**src/rtl/ascii_uart_tx_if.sv**
```systemverilog
// Handshake and serial-line bundle between an ASCII word producer and the UART transmitter.
// The master drives the word and start; the slave (transmitter) returns busy, done and tx.
interface ascii_uart_tx_if #(
    parameter int unsigned NUM_CHARS = 4
);
    logic [NUM_CHARS*8-1:0] ascii_in;
    logic                   start;
    logic                   busy;
    logic                   done;
    logic                   tx;

    modport master (
        output ascii_in,
        output start,
        input  busy,
        input  done,
        input  tx
    );

    modport slave (
        input  ascii_in,
        input  start,
        output busy,
        output done,
        output tx
    );
endinterface

```
**src/rtl/ascii_uart_tx.sv**
```systemverilog
// Serialises a latched word of ASCII characters, most-significant character first, over 8N1 UART,
// optionally followed by CR LF so every captured word appears as its own terminal line.
module ascii_uart_tx #(
    parameter int unsigned NUM_CHARS    = 4,
    parameter int unsigned CLKS_PER_BIT = 868,
    parameter int unsigned APPEND_CRLF  = 1
) (
    input  logic           clk,
    input  logic           rst,
    ascii_uart_tx_if.slave bus
);
    localparam int unsigned TOTAL = NUM_CHARS + 2 * APPEND_CRLF;
    localparam int unsigned W_BUF = NUM_CHARS * 8;
    localparam int unsigned CNT_W = $clog2(CLKS_PER_BIT);
    localparam int unsigned IDX_W = $clog2(TOTAL + 1);

    typedef enum logic [2:0] {
        IDLE,
        START,
        DATA,
        STOP,
        NEXT
    } state_e;

    state_e             state_q, state_d;
    logic [CNT_W-1:0]   cnt_q, cnt_d;
    logic [2:0]         bit_q, bit_d;
    logic [IDX_W-1:0]   idx_q, idx_d;
    logic [W_BUF-1:0]   buf_q, buf_d;
    logic [7:0]         shift_q, shift_d;
    logic               tx_q, tx_d;
    logic               busy_q, busy_d;
    logic               done_q, done_d;
    logic               bit_end_c;

    // Character idx of the transmit sequence: word bytes MSB first, then CR, then LF.
    function automatic logic [7:0] pick(input logic [W_BUF-1:0] word, input logic [IDX_W-1:0] idx);
        logic [7:0] c;
        c = 8'h0A;
        for (int k = 0; k < int'(NUM_CHARS); k++) begin
            if (idx == IDX_W'(k)) begin
                c = word[W_BUF-1-8*k -: 8];
            end
        end
        if (idx == IDX_W'(NUM_CHARS)) begin
            c = 8'h0D;
        end
        return c;
    endfunction

    always_ff @(posedge clk) begin
        if (rst) begin
            state_q <= IDLE;
            cnt_q   <= '0;
            bit_q   <= '0;
            idx_q   <= '0;
            buf_q   <= '0;
            shift_q <= '0;
            tx_q    <= 1'b1;
            busy_q  <= 1'b0;
            done_q  <= 1'b0;
        end else begin
            state_q <= state_d;
            cnt_q   <= cnt_d;
            bit_q   <= bit_d;
            idx_q   <= idx_d;
            buf_q   <= buf_d;
            shift_q <= shift_d;
            tx_q    <= tx_d;
            busy_q  <= busy_d;
            done_q  <= done_d;
        end
    end

    // tx_d is the line level for the state being entered, so tx changes on the same edge as the state.
    always_comb begin
        state_d   = state_q;
        cnt_d     = cnt_q;
        bit_d     = bit_q;
        idx_d     = idx_q;
        buf_d     = buf_q;
        shift_d   = shift_q;
        tx_d      = tx_q;
        busy_d    = busy_q;
        done_d    = 1'b0;
        bit_end_c = (cnt_q == CNT_W'(CLKS_PER_BIT - 1));

        case (state_q)
            IDLE: begin
                tx_d   = 1'b1;
                busy_d = 1'b0;
                if (bus.start) begin
                    buf_d   = bus.ascii_in;
                    idx_d   = '0;
                    shift_d = pick(bus.ascii_in, '0);
                    cnt_d   = '0;
                    tx_d    = 1'b0;
                    busy_d  = 1'b1;
                    state_d = START;
                end
            end
            START: begin
                if (bit_end_c) begin
                    cnt_d   = '0;
                    bit_d   = '0;
                    tx_d    = shift_q[0];
                    state_d = DATA;
                end else begin
                    cnt_d = cnt_q + CNT_W'(1);
                end
            end
            DATA: begin
                if (bit_end_c) begin
                    cnt_d = '0;
                    if (bit_q == 3'd7) begin
                        tx_d    = 1'b1;
                        state_d = STOP;
                    end else begin
                        bit_d   = bit_q + 3'd1;
                        shift_d = {1'b0, shift_q[7:1]};
                        tx_d    = shift_q[1];
                    end
                end else begin
                    cnt_d = cnt_q + CNT_W'(1);
                end
            end
            STOP: begin
                if (bit_end_c) begin
                    cnt_d   = '0;
                    tx_d    = 1'b1;
                    state_d = NEXT;
                end else begin
                    cnt_d = cnt_q + CNT_W'(1);
                end
            end
            NEXT: begin
                cnt_d = '0;
                if (idx_q < IDX_W'(TOTAL - 1)) begin
                    idx_d   = idx_q + IDX_W'(1);
                    shift_d = pick(buf_q, idx_q + IDX_W'(1));
                    tx_d    = 1'b0;
                    state_d = START;
                end else begin
                    tx_d    = 1'b1;
                    busy_d  = 1'b0;
                    done_d  = 1'b1;
                    state_d = IDLE;
                end
            end
            default: begin
                state_d = IDLE;
            end
        endcase
    end

    assign bus.tx   = tx_q;
    assign bus.busy = busy_q;
    assign bus.done = done_q;
endmodule

```
**src/flat_wrapper.sv**
```systemverilog
// flat-port wrapper written by rule: the top's interface ports become plain ports
module ascii_uart_tx_flat 
#(
    parameter int unsigned NUM_CHARS    = 4,
    parameter int unsigned CLKS_PER_BIT = 868,
    parameter int unsigned APPEND_CRLF  = 1
)
  (clk, rst, bus_ascii_in, bus_start, bus_busy, bus_done, bus_tx);
  ascii_uart_tx_if #(.NUM_CHARS(NUM_CHARS)) bus_i ();
  input  logic clk;
  input  logic rst;
  input wire logic [$bits(bus_i.ascii_in)-1:0] bus_ascii_in;
  input wire logic [$bits(bus_i.start)-1:0] bus_start;
  output wire logic [$bits(bus_i.busy)-1:0] bus_busy;
  output wire logic [$bits(bus_i.done)-1:0] bus_done;
  output wire logic [$bits(bus_i.tx)-1:0] bus_tx;
  assign bus_i.ascii_in = bus_ascii_in;
  assign bus_i.start = bus_start;
  assign bus_busy = bus_i.busy;
  assign bus_done = bus_i.done;
  assign bus_tx = bus_i.tx;
  ascii_uart_tx #(.NUM_CHARS(NUM_CHARS), .CLKS_PER_BIT(CLKS_PER_BIT), .APPEND_CRLF(APPEND_CRLF)) u_core (.clk(clk), .rst(rst), .bus(bus_i));
endmodule
```
**config.mk**
```make
export PLATFORM = sky130hd
export DESIGN_NAME = ascii_uart_tx_flat
export DESIGN_NICKNAME = d
export VERILOG_FILES = /design/src/rtl/ascii_uart_tx_if.sv /design/src/rtl/ascii_uart_tx.sv /design/src/flat_wrapper.sv
export SDC_FILE = /design/constraint.sdc
export NUM_CORES = 1
export LEC_CHECK = 0
export CORE_MARGIN = 4
export CORE_UTILIZATION = 65
export CTS_BUF_LIST = sky130_fd_sc_hd__clkbuf_8
export DETAILED_ROUTE_END_ITERATION = 10
export DONT_BUFFER_PORTS = 1
export MAX_ROUTING_LAYER = met4
export PLACE_DENSITY = 0.81
export REMOVE_ABC_BUFFERS = 1
export SYNTH_ARGS = -nofsm -noshare
export SYNTH_HDL_FRONTEND = slang
export SYNTH_SLANG_ARGS = --single-unit
```
**constraint.sdc**
```tcl
create_clock -name clk -period 3.5 [get_ports clk]
set_clock_uncertainty 0.2 [all_clocks]
set_input_delay 0.7 -clock clk [delete_from_list [all_inputs] [get_ports clk]]
set_output_delay 0.7 -clock clk [all_outputs]
set_load 0.005 [all_outputs]
```
# Yosys cells after proc, flatten, opt, wreduce, memory -nomap -nowiden
# Cells that the tools add are included.
# totals
regBits	62
latchBits	0
mem_bits_rw	0
romBits	0
word_cells	86
n_memories	0
# op_classes
addsub	3
n_mul	0
n_div	0
order_cmp	1
eq_ne	18
shifts	0
muxes	37
bitwise	1
n_reduce_logical	17
# ops
op	n
$mux W8	9
$mux W3	10
$pmux W10 S3	1
$pmux W8 S3	1
$mux W10	2
$pmux W3 S5	1
$eq A3 B2 Y1 const B	4
$pmux W3 S2	2
$add A10 B1 Y10 const B	1
$eq A10 B10 Y1 const B	1
$ne A2 B1 Y1 const B	5
$reduce_and A5 Y1	2
$eq A3 B3 Y1 const B	3
$mux W1	9
$reduce_and A4 Y1	2
$add A3 B1 Y3 const B	2
$eq A3 B1 Y1 const B	2
$logic_not A3 Y1	2
$ne A2 B2 Y1 const B	3
$reduce_and A2 Y1	3
$reduce_bool A3 Y1	2
$pmux W1 S5	1
$reduce_bool A5 Y1	1
$reduce_bool A2 Y1	2
6 further kinds	6

# Depth between registers and ports, before layout
# Gate-level depths: netlist of the first run.
# logic_depth
depth_word	9
ltp_mapped	8
depth_no_buf	6

# Worst setup path before layout of the first run
# No wires, ideal clock.
# synth_path
path_kind	register to register
startpoint	register u_core.idx_q[0]
endpoint	register u_core.shift_q[1]
setup_time_ns	0.086
t_arrival_ns	1.805
slack_ns	1.409
path_stages_with_launch	8
n_path_buf	2
synth_period_minus_slack_ns	2.091
cell_sequence	dfxtp_1 > ha_1 > ha_1 > clkbuf_1 > clkbuf_1 > a21boi_0 > o221ai_1 > a221oi_2
# synth_via
elab_chain_cells	9
elab_cells_between_ends	16
classes_between	add/sub: 1; order compare: 1; eq/ne: 5; mux: 7; reduce/logical: 2
# synth_rtl
element	line	rtl
from (decl)	ascii_uart_tx.sv:28	logic [IDX_W-1:0] idx_q, idx_d;
from (signal assigned)	ascii_uart_tx.sv:66	idx_q <= idx_d;
$add A3 B1 Y3	ascii_uart_tx.sv:140	shift_d = pick(buf_q, idx_q + IDX_W'(1));
$logic_not A3 Y1	ascii_uart_tx.sv:41	if (idx == IDX_W'(k)) begin
$mux W8 (4 in a row)	ascii_uart_tx.sv:41	
$mux W8	ascii_uart_tx.sv:45	if (idx == IDX_W'(NUM_CHARS)) begin
$mux W8	ascii_uart_tx.sv:138	if (idx_q < IDX_W'(TOTAL - 1)) begin
$pmux W8 S3	ascii_uart_tx.sv:88	case (state_q)
to (signal assigned)	ascii_uart_tx.sv:68	shift_q <= shift_d;
to (decl)	ascii_uart_tx.sv:30	logic [7:0] shift_q, shift_d;
# Several ways; a longest one is shown, not always the timed one. The select of a mux whose other input is x is not followed.
# A chain may end at the register's enable or synchronous reset.

# Final worst setup path of the first run
# layout_path
startpoint	register u_core.state_q[1]
endpoint	register u_core.shift_q[1]
# layout_via
elab_chain_cells	3
elab_cells_between_ends	10
classes_between	eq/ne: 6; mux: 1; reduce/logical: 3
# layout_rtl
element	line	rtl
from (decl)	ascii_uart_tx.sv:25	state_e state_q, state_d;
from (signal assigned)	ascii_uart_tx.sv:63	state_q <= state_d;
$eq A3 B3 Y1 (tied with other cells)	ascii_uart_tx.sv:88	
$ne A2 B1 Y1 (no source line) (tied with other cells)	--	
$reduce_and A5 Y1 (no source line)	--	
# Several ways; a longest one is shown, not always the timed one.

==> implementation parameters, run 1 <==
Parameter                              Value

Outcome
  Status    finished clean

Floorplan
  Die outline area    0.00618 mm²
  Die boundary width    about 80 µm
  Top-level I/O count    38
  Core region area    0.00479 mm²
  Starting density of the core    67.7%
  Row count    25
  Overall die height    78.6 µm

Critical path
  Endpoint class of the critical path    flop
  Startpoint of the lowest-slack register-to-register path    u_core.state_q[1]
  Reg-to-Reg End    u_core.shift_q[1]
  Kind of start point of the critical path    flop
  Setup crit end    u_core.shift_q[1]
  Logic depth of the worst register-to-register path    4
  Category of the most critical setup path    reg2reg
  Setup slack of the most critical reg-to-reg path    roughly 0.83 ns
  Critical Path AT    2.72 ns
  Required time at the endpoint of the critical path    3.55 ns
  Critical Path Source    u_core.state_q[1]
  Largest driver fanout on the critical path    29

Clock network
  CTS tree    yes
  Post-CTS repair timing setup buffer count    0
  Clock slew seen by the registers of the worst setup and hold paths    0.07 ns
  Clk buf depth    2
  Number of levels the H-tree was split into    3
  Root Buffer    clkbuf_8
  Cts bufs inserted    9
  Hold-fix buffers at CTS    0
  Clock latency at the later pin of the worst-skew pair    0.34 ns
  Clock Sink Count    62
  Number of gates resized after CTS    0

Finish
  Area of the multi-input gates    0.00182 mm²
  Fill cell instance count of the final layout    378
  Total Nets Final    431
  P&R area growth vs syn    6.14%
  Most frequent standard cell in the layout excluding fill and tap cells    nand2_1
  Final cell count without fillers    459
  Final antenna diode count    0
  Highest-count cells in the layout ignoring fill and taps    82 x nand2_1, 62 x dfxtp_1, 44 x a21oi_1
  Post-route cell area    between 0.003 and 0.004 mm²
  Share of layout cells above drive strength 1    7.91%
  Footprint of the flip-flops and latches    0.00124 mm²

Routing
  Wire length per cell after detailed routing    ~16 µm
  Post-route ant nets    0
  Vias per Instance    between 6 and 7
  First-pass iteration count of the detailed router    5
  DRC Markers    0
  Total via count in the routed design    2840
  Iteration-0 DRC count of the detailed router    between 200 and 250
  Sum of routed wire length over all layers    between 7000 and 8000 µm

Place
  DP Cell Count    443
  Number of buffers added on ports    0
  Placed inst area    approximately 0.0032 mm²
  Detailed-placement wirelength estimate    5040 µm
  Weighted congestion reported at the end of routability-driven placement    0.852
  Setup Slack @ Placement    around 0.95 ns

Yosys
  Mean Syn Cell Area    8.04 µm²
  Netlist area before placement    0.00324 mm²
  Share of async-settable or async-resettable flops after synthesis    0%
  Synthesized netlist cell count    403
  Number of enable flip-flop cells after synthesis    0
  Yosys cell types    59
  Number of storage elements in the synthesis netlist    62
  Proportion of synthesized chip area in sequential cells    38.3%
  Number of warnings printed during yosys synthesis    0
  Primary flip-flop cell chosen by synthesis mapping    dfxtp_1

Global route
  Vias in the first global route    2643
  Number of antenna violations at the first check in global routing    0
  Met2 layer usage reported by global route    between 30% and 40%
  All-layer global routing usage    26.3%
  Pin count of the biggest net entering global routing    56
  M3 GR Usage    around 4.1%
  GR met1 Demand/Resource    a little over a third
  Grt peak-use layer    met2
  Global-route wire length before repair    12600 µm
  Remaining Overflow, GRT    0

Timing
  Worst relative slew slack    24.1%
  Ratio of final minimum period to clock period    76.2%
  Final period demand of the worst path    2.67 ns
  Setup TNS Final    0 ns
  Total setup violations reported at the end of the flow    0
  Worst Hold Margin    about 0.23 ns
  Maximum achievable frequency    0.375 GHz
  Final max-slew violation count    0
  Slew of the pin with the lowest slew margin    1.14 ns
  Count of endpoints failing hold in the final timing report    0
  Setup WS post-layout    0.832 ns
  Setup repair after global routing missed its margin    false

Power and ir drop
  Switching power share of the total    ~23%
  Power Density    453 mW/mm²
  Combinational Power Share    approximately 7.2%
  Internal power    1.20 mW
  Highest ir drop seen on vdd    0.000363 V
  Portion of total power attributed to the clock network    44.0%
  Sequential group share of total power    slightly below 50%
  Total leakage power    1.24 nW
  NetSw    around 0.36 mW

Min path
  Cell count of the worst hold path    1
  Path category of the worst min-delay check    in2reg

Job
  Max-cap violations    0
==> flip-flops by register name (all words and copies together) (netlist names) <==
register         flops
u_core.bit_q         3
u_core.bus.tx        1
u_core.idx_q         3
u_core.cnt_q        10
u_core.shift_q       8
u_core.buf_q        32
u_core.bus.busy      1
u_core.bus.done      1
u_core.state_q       3
==> cell usage after synthesis (all sizes together), types with 5 or more instances <==
master | n | area [µm²]
nor2 | 20 | 85.1
inv | 16 | 60.1
o21ai | 9 | 48.8
nand4 | 5 | 31.3
nand2 | 82 | 308
clkbuf | 17 | 63.8
ha | 9 | 113
a311oi | 5 | 50.0
xor2 | 5 | 43.8
a21oi | 44 | 220
nand3b | 5 | 37.5
dfxtp | 62 | 1240
a31oi | 12 | 75.1
nand3 | 11 | 60.1
nor2b | 5 | 31.3
a21boi | 5 | 37.5
nor3 | 5 | 30.0
buf | 12 | 60.1
and3 | 8 | 50.1
o221ai | 9 | 78.8
==> metrics by stage <==
| step | utilization (%) | power (mW) |
|---|---|---|
| 2_1_floorplan | - | 0.856 |
| 3_3_place_gp | 67.3 | 0.882 |
| 3_5_place_dp | 67.3 | 0.887 |
| 4_1_cts | 71.8 | 1.56 |
| 5_1_grt | 71.8 | 1.62 |
| 6_report | 71.8 | 1.56 |
==> power by group through the flow <==
stage	combinational, mW	sequential, mW	clock (mW)
after floorplan	0.0865	0.770	0
after global placement	0.106	0.776	0
after detailed placement	0.110	0.777	0
after CTS	0.111	0.761	0.688
after global routing	0.126	0.765	0.732
final	0.112	0.761	0.685
==> critical path, cell delays in order (launching register included) <==
cell,delay [ns]
dfxtp_1,1.08
or3b_1,0.45
or2_1,0.36
nand3_2,0.19
a221oi_2,0.29
==> metal layers <==
metal  share of wire [%]  routed length, µm  vias up
met3                 6.0                448       12
li1                    -                  -     1410
met4                 1.8                137        0
met5                   0                  0        -
met1                  48               3590     1314
met2                  45               3350      104
==> logic make-up (layout without fill, tap and decap cells) <==
group,after synthesis,in the layout,synth area share (%)
and+or+nand+nor,163,163,24.8
AOI/OAI and AO/OA,113,113,24.5
DFF,62,62,38.3
buffers and inverters,45,34,5.68
adders and majority gates,9,9,3.48
xor gates and xnor gates,7,7,1.89
muxes,4,4,1.27
==> worst min path at each step <==
stage | from | slack, ns | to
finish | rst | 0.23 | u_core.buf_q[24]
CTS | rst | 0.22 | u_core.shift_q[4]
floorplan | u_core.buf_q[28] | 0.23 | u_core.buf_q[28]
detailed placement | u_core.buf_q[29] | 0.24 | u_core.buf_q[29]
global placement | u_core.buf_q[29] | 0.23 | u_core.buf_q[29]
global route | rst | 0.22 | u_core.buf_q[22]
==> cell type report <==
class	instances	area share, %
well taps	67	2.44
repair buffers	2	0.437
clock buffers	10	4.00
clock inverters	6	2.26
multi-input cells	296	53.0
flip-flops and latches	62	36.1
inverters	16	1.75
(Power assumes the default switching activity.)
==> run 2, diff against run 1 <==
==> constraint.sdc (replaced) <==
create_clock -name clk -period 2.66 [get_ports clk]
set_clock_uncertainty 0.2 [all_clocks]
set_input_delay 0.532 -clock clk [delete_from_list [all_inputs] [get_ports clk]]
set_output_delay 0.532 -clock clk [all_outputs]
set_load 0.005 [all_outputs]
==> run 2 against run 1 <==
Against the previous run:
- clock power rose by 16%
- global-route usage is essentially flat
- first-iteration DRC count grew 4.3%
- sequential share of layout area barely moved
- final cell count increased by 0.65%
- count of clock-buffer cells in the layout unchanged
==> implementation parameters, run 2 (synthesis gave the netlist of run 1 again) <==
Parameter                              Value

Outcome
  Status    finished clean

Place
  Weighted congestion reported at the end of routability-driven placement    0.824 (-3.3%)
  Detailed-placement wirelength estimate    5110 µm (+1.5%)
  Number of buffers added on ports    0 (unchanged)
  Placed inst area    0.00325 mm² (+0.93%)
  DP Cell Count    447 (+0.90%)

Routing
  First-pass iteration count of the detailed router    5 (unchanged)
  Wire length per cell after detailed routing    16.0 µm (-2.2%)
  DRC Markers    0 (unchanged)
  Iteration-0 DRC count of the detailed router    244 (+4.3%)
  Total via count in the routed design    2876 (+1.3%)
  Vias per Instance    6.23 (+0.61%)
  Post-route ant nets    0 (unchanged)
  Sum of routed wire length over all layers    7410 µm (-1.6%)

Critical path
  Setup crit end    u_core.shift_q[2]
  Category of the most critical setup path    reg2reg
  Crit-path cells    ha_1, ha_1, o21ai_1, a21oi_1, a211oi_1, a211oi_1
  Slowest library cell on the worst path    ha_1
  Setup slack of the most critical reg-to-reg path    0.29 ns (-0.55 ns)
  Kind of start point of the critical path    flop
  Delay of the slowest cell on the worst path    0.46 ns (-0.62 ns)
  Critical Path Source    u_core.idx_q[0]
  Total buffers and inverters traversed by the critical path    0 (unchanged)
  Startpoint of the lowest-slack register-to-register path    u_core.idx_q[0]
  Logic depth of the worst register-to-register path    6 (+2)
  Endpoint class of the critical path    flop
  Cell depth of the worst setup path    6 (+2)
  Largest driver fanout on the critical path    17 (-41%)
  Critical Path AT    2.38 ns (-0.34 ns)
  Kind of cell with the highest combined delay on the critical path    compound AO/OA/AOI/OAI gates
  Required time at the endpoint of the critical path    2.66 ns (-0.89 ns)
  Reg-to-Reg End    u_core.shift_q[2]

Min path
  Cell count of the worst hold path    1 (unchanged)
  Path category of the worst min-delay check    in2reg

Clock network
  Clock latency at the later pin of the worst-skew pair    0.33 ns (about the same)
  Root Buffer    clkbuf_8
  Clock Sink Count    62 (unchanged)
  Number of gates resized after CTS    0 (unchanged)
  Clk buf depth    2 (unchanged)
  CTS tree    yes
  Post-CTS repair timing setup buffer count    0 (unchanged)
  Cts bufs inserted    9 (unchanged)
  Number of levels the H-tree was split into    3 (unchanged)
  Clock slew seen by the registers of the worst setup and hold paths    0.07 ns (about the same)
  Hold-fix buffers at CTS    0 (unchanged)

Power and ir drop
  Total leakage power    1.25 nW (about the same)
  Highest ir drop seen on vdd    0.000554 V (+52%)
  Total power of the final layout    1.95 mW (+25%)
  Power Density    565 mW/mm² (+25%)

Finish
  Final cell count without fillers    462 (+0.65%)
  P&R area growth vs syn    6.26%
  Flip-flop count of the largest register, all copies and words added    32 (unchanged)
  Post-route cell area    0.00344 mm² (+0.11%)
  Most frequent standard cell in the layout excluding fill and tap cells    nand2_1
  Regs by FF count    u_core.buf_q: 32 flops, u_core.cnt_q: 10 flops, u_core.shift_q: 8 flops
  Highest-count cells in the layout ignoring fill and taps    82 x nand2_1, 62 x dfxtp_1, 44 x a21oi_1
  Total Nets Final    435 (+0.93%)
  Most flops, register    u_core.buf_q
  Final antenna diode count    0 (unchanged)
  Share of layout cells above drive strength 1    8.86% (+0.95 points)

Floorplan
  Row count    25 (unchanged)
  Core region area    0.00479 mm² (unchanged)
  Die boundary width    78.6 µm (unchanged)
  Die outline area    0.00618 mm² (unchanged)
  Top-level I/O count    38 (unchanged)
  Overall die height    78.6 µm (unchanged)
  Starting density of the core    67.7% (unchanged)

Timing
  Slew of the pin with the lowest slew margin    0.602 ns (-0.535 ns)
  Setup repair after global routing missed its margin    false
  Worst Hold Margin    0.0652 ns (-0.167 ns)
  Total setup violations reported at the end of the flow    0 (unchanged)
  Final max-slew violation count    0 (unchanged)
  Maximum achievable frequency    0.421 GHz (+12%)
  Worst relative slew slack    59.6% (+36 points)
  Ratio of final minimum period to clock period    89.2% (+13 points)
  Count of endpoints failing hold in the final timing report    0 (unchanged)
  Final period demand of the worst path    2.37 ns (-0.294 ns)
  Setup TNS Final    0 ns (unchanged)

Global route
  Global-route wire length before repair    12500 µm (-0.99%)
  Remaining Overflow, GRT    0 (unchanged)
  All-layer global routing usage    26.2% (about the same)
  Vias in the first global route    2544 (-3.7%)
  Number of antenna violations at the first check in global routing    0 (unchanged)
  Pin count of the biggest net entering global routing    56 (unchanged)

Job
  Max-cap violations    0 (unchanged)
[run 2: worst register-to-register path, stage by stage (launching register included)]
cell,delay (ns)
dfxtp_1,0.35
ha_1,0.23
ha_1,0.46
o21ai_1,0.40
a21oi_1,0.16
a211oi_1,0.33
a211oi_1,0.12
[run 2: stage by stage]
| stage | util, % | worst slack, ns |
|---|---|---|
| global placement | 68.0 | 0.415 |
| global route | 71.9 | 0.138 |
| CTS | 71.9 | 0.358 |
| finish | 71.9 | 0.286 |
| floorplan | - | -0.300 |
| detailed placement | 68.0 | 0.370 |
[run 2: power breakdown]
group	switching (mW)	internal [mW]
Combinational	0.0890	0.0625
Clock	0.346	0.446
Sequential	0.0293	0.972
[run 2: layout make-up]
cell class                 instances  area (µm²)
clock buffer                      10         138
tap                               67        83.8
sequential                        62        1240
fill                             395        1340
multi-input combinational        296        1820
inverter                          16        60.1
clock inverter                     5        51.3
timing repair buffer               6        45.0
[run 2: metal layers]
layer / track usage, % / part of all wire, % / vias up
met2: 37.5 / 44 / 99
met5: - / 0 / -
li1: - / - / 1426
met4: 11.0 / 2.1 / 0
met3: 5.28 / 6.3 / 15
met1: 36.1 / 47 / 1336
[run 2: worst min path at each step]
stage	start	to	slack [ns]
after floorplan	u_core.buf_q[28]	u_core.buf_q[28]	0.23
after global placement	u_core.buf_q[25]	u_core.buf_q[25]	0.24
after detailed placement	u_core.buf_q[25]	u_core.buf_q[25]	0.24
after CTS	rst	u_core.cnt_q[8]	0.05
after global routing	rst	u_core.buf_q[17]	0.04
final	rst	u_core.cnt_q[8]	0.07
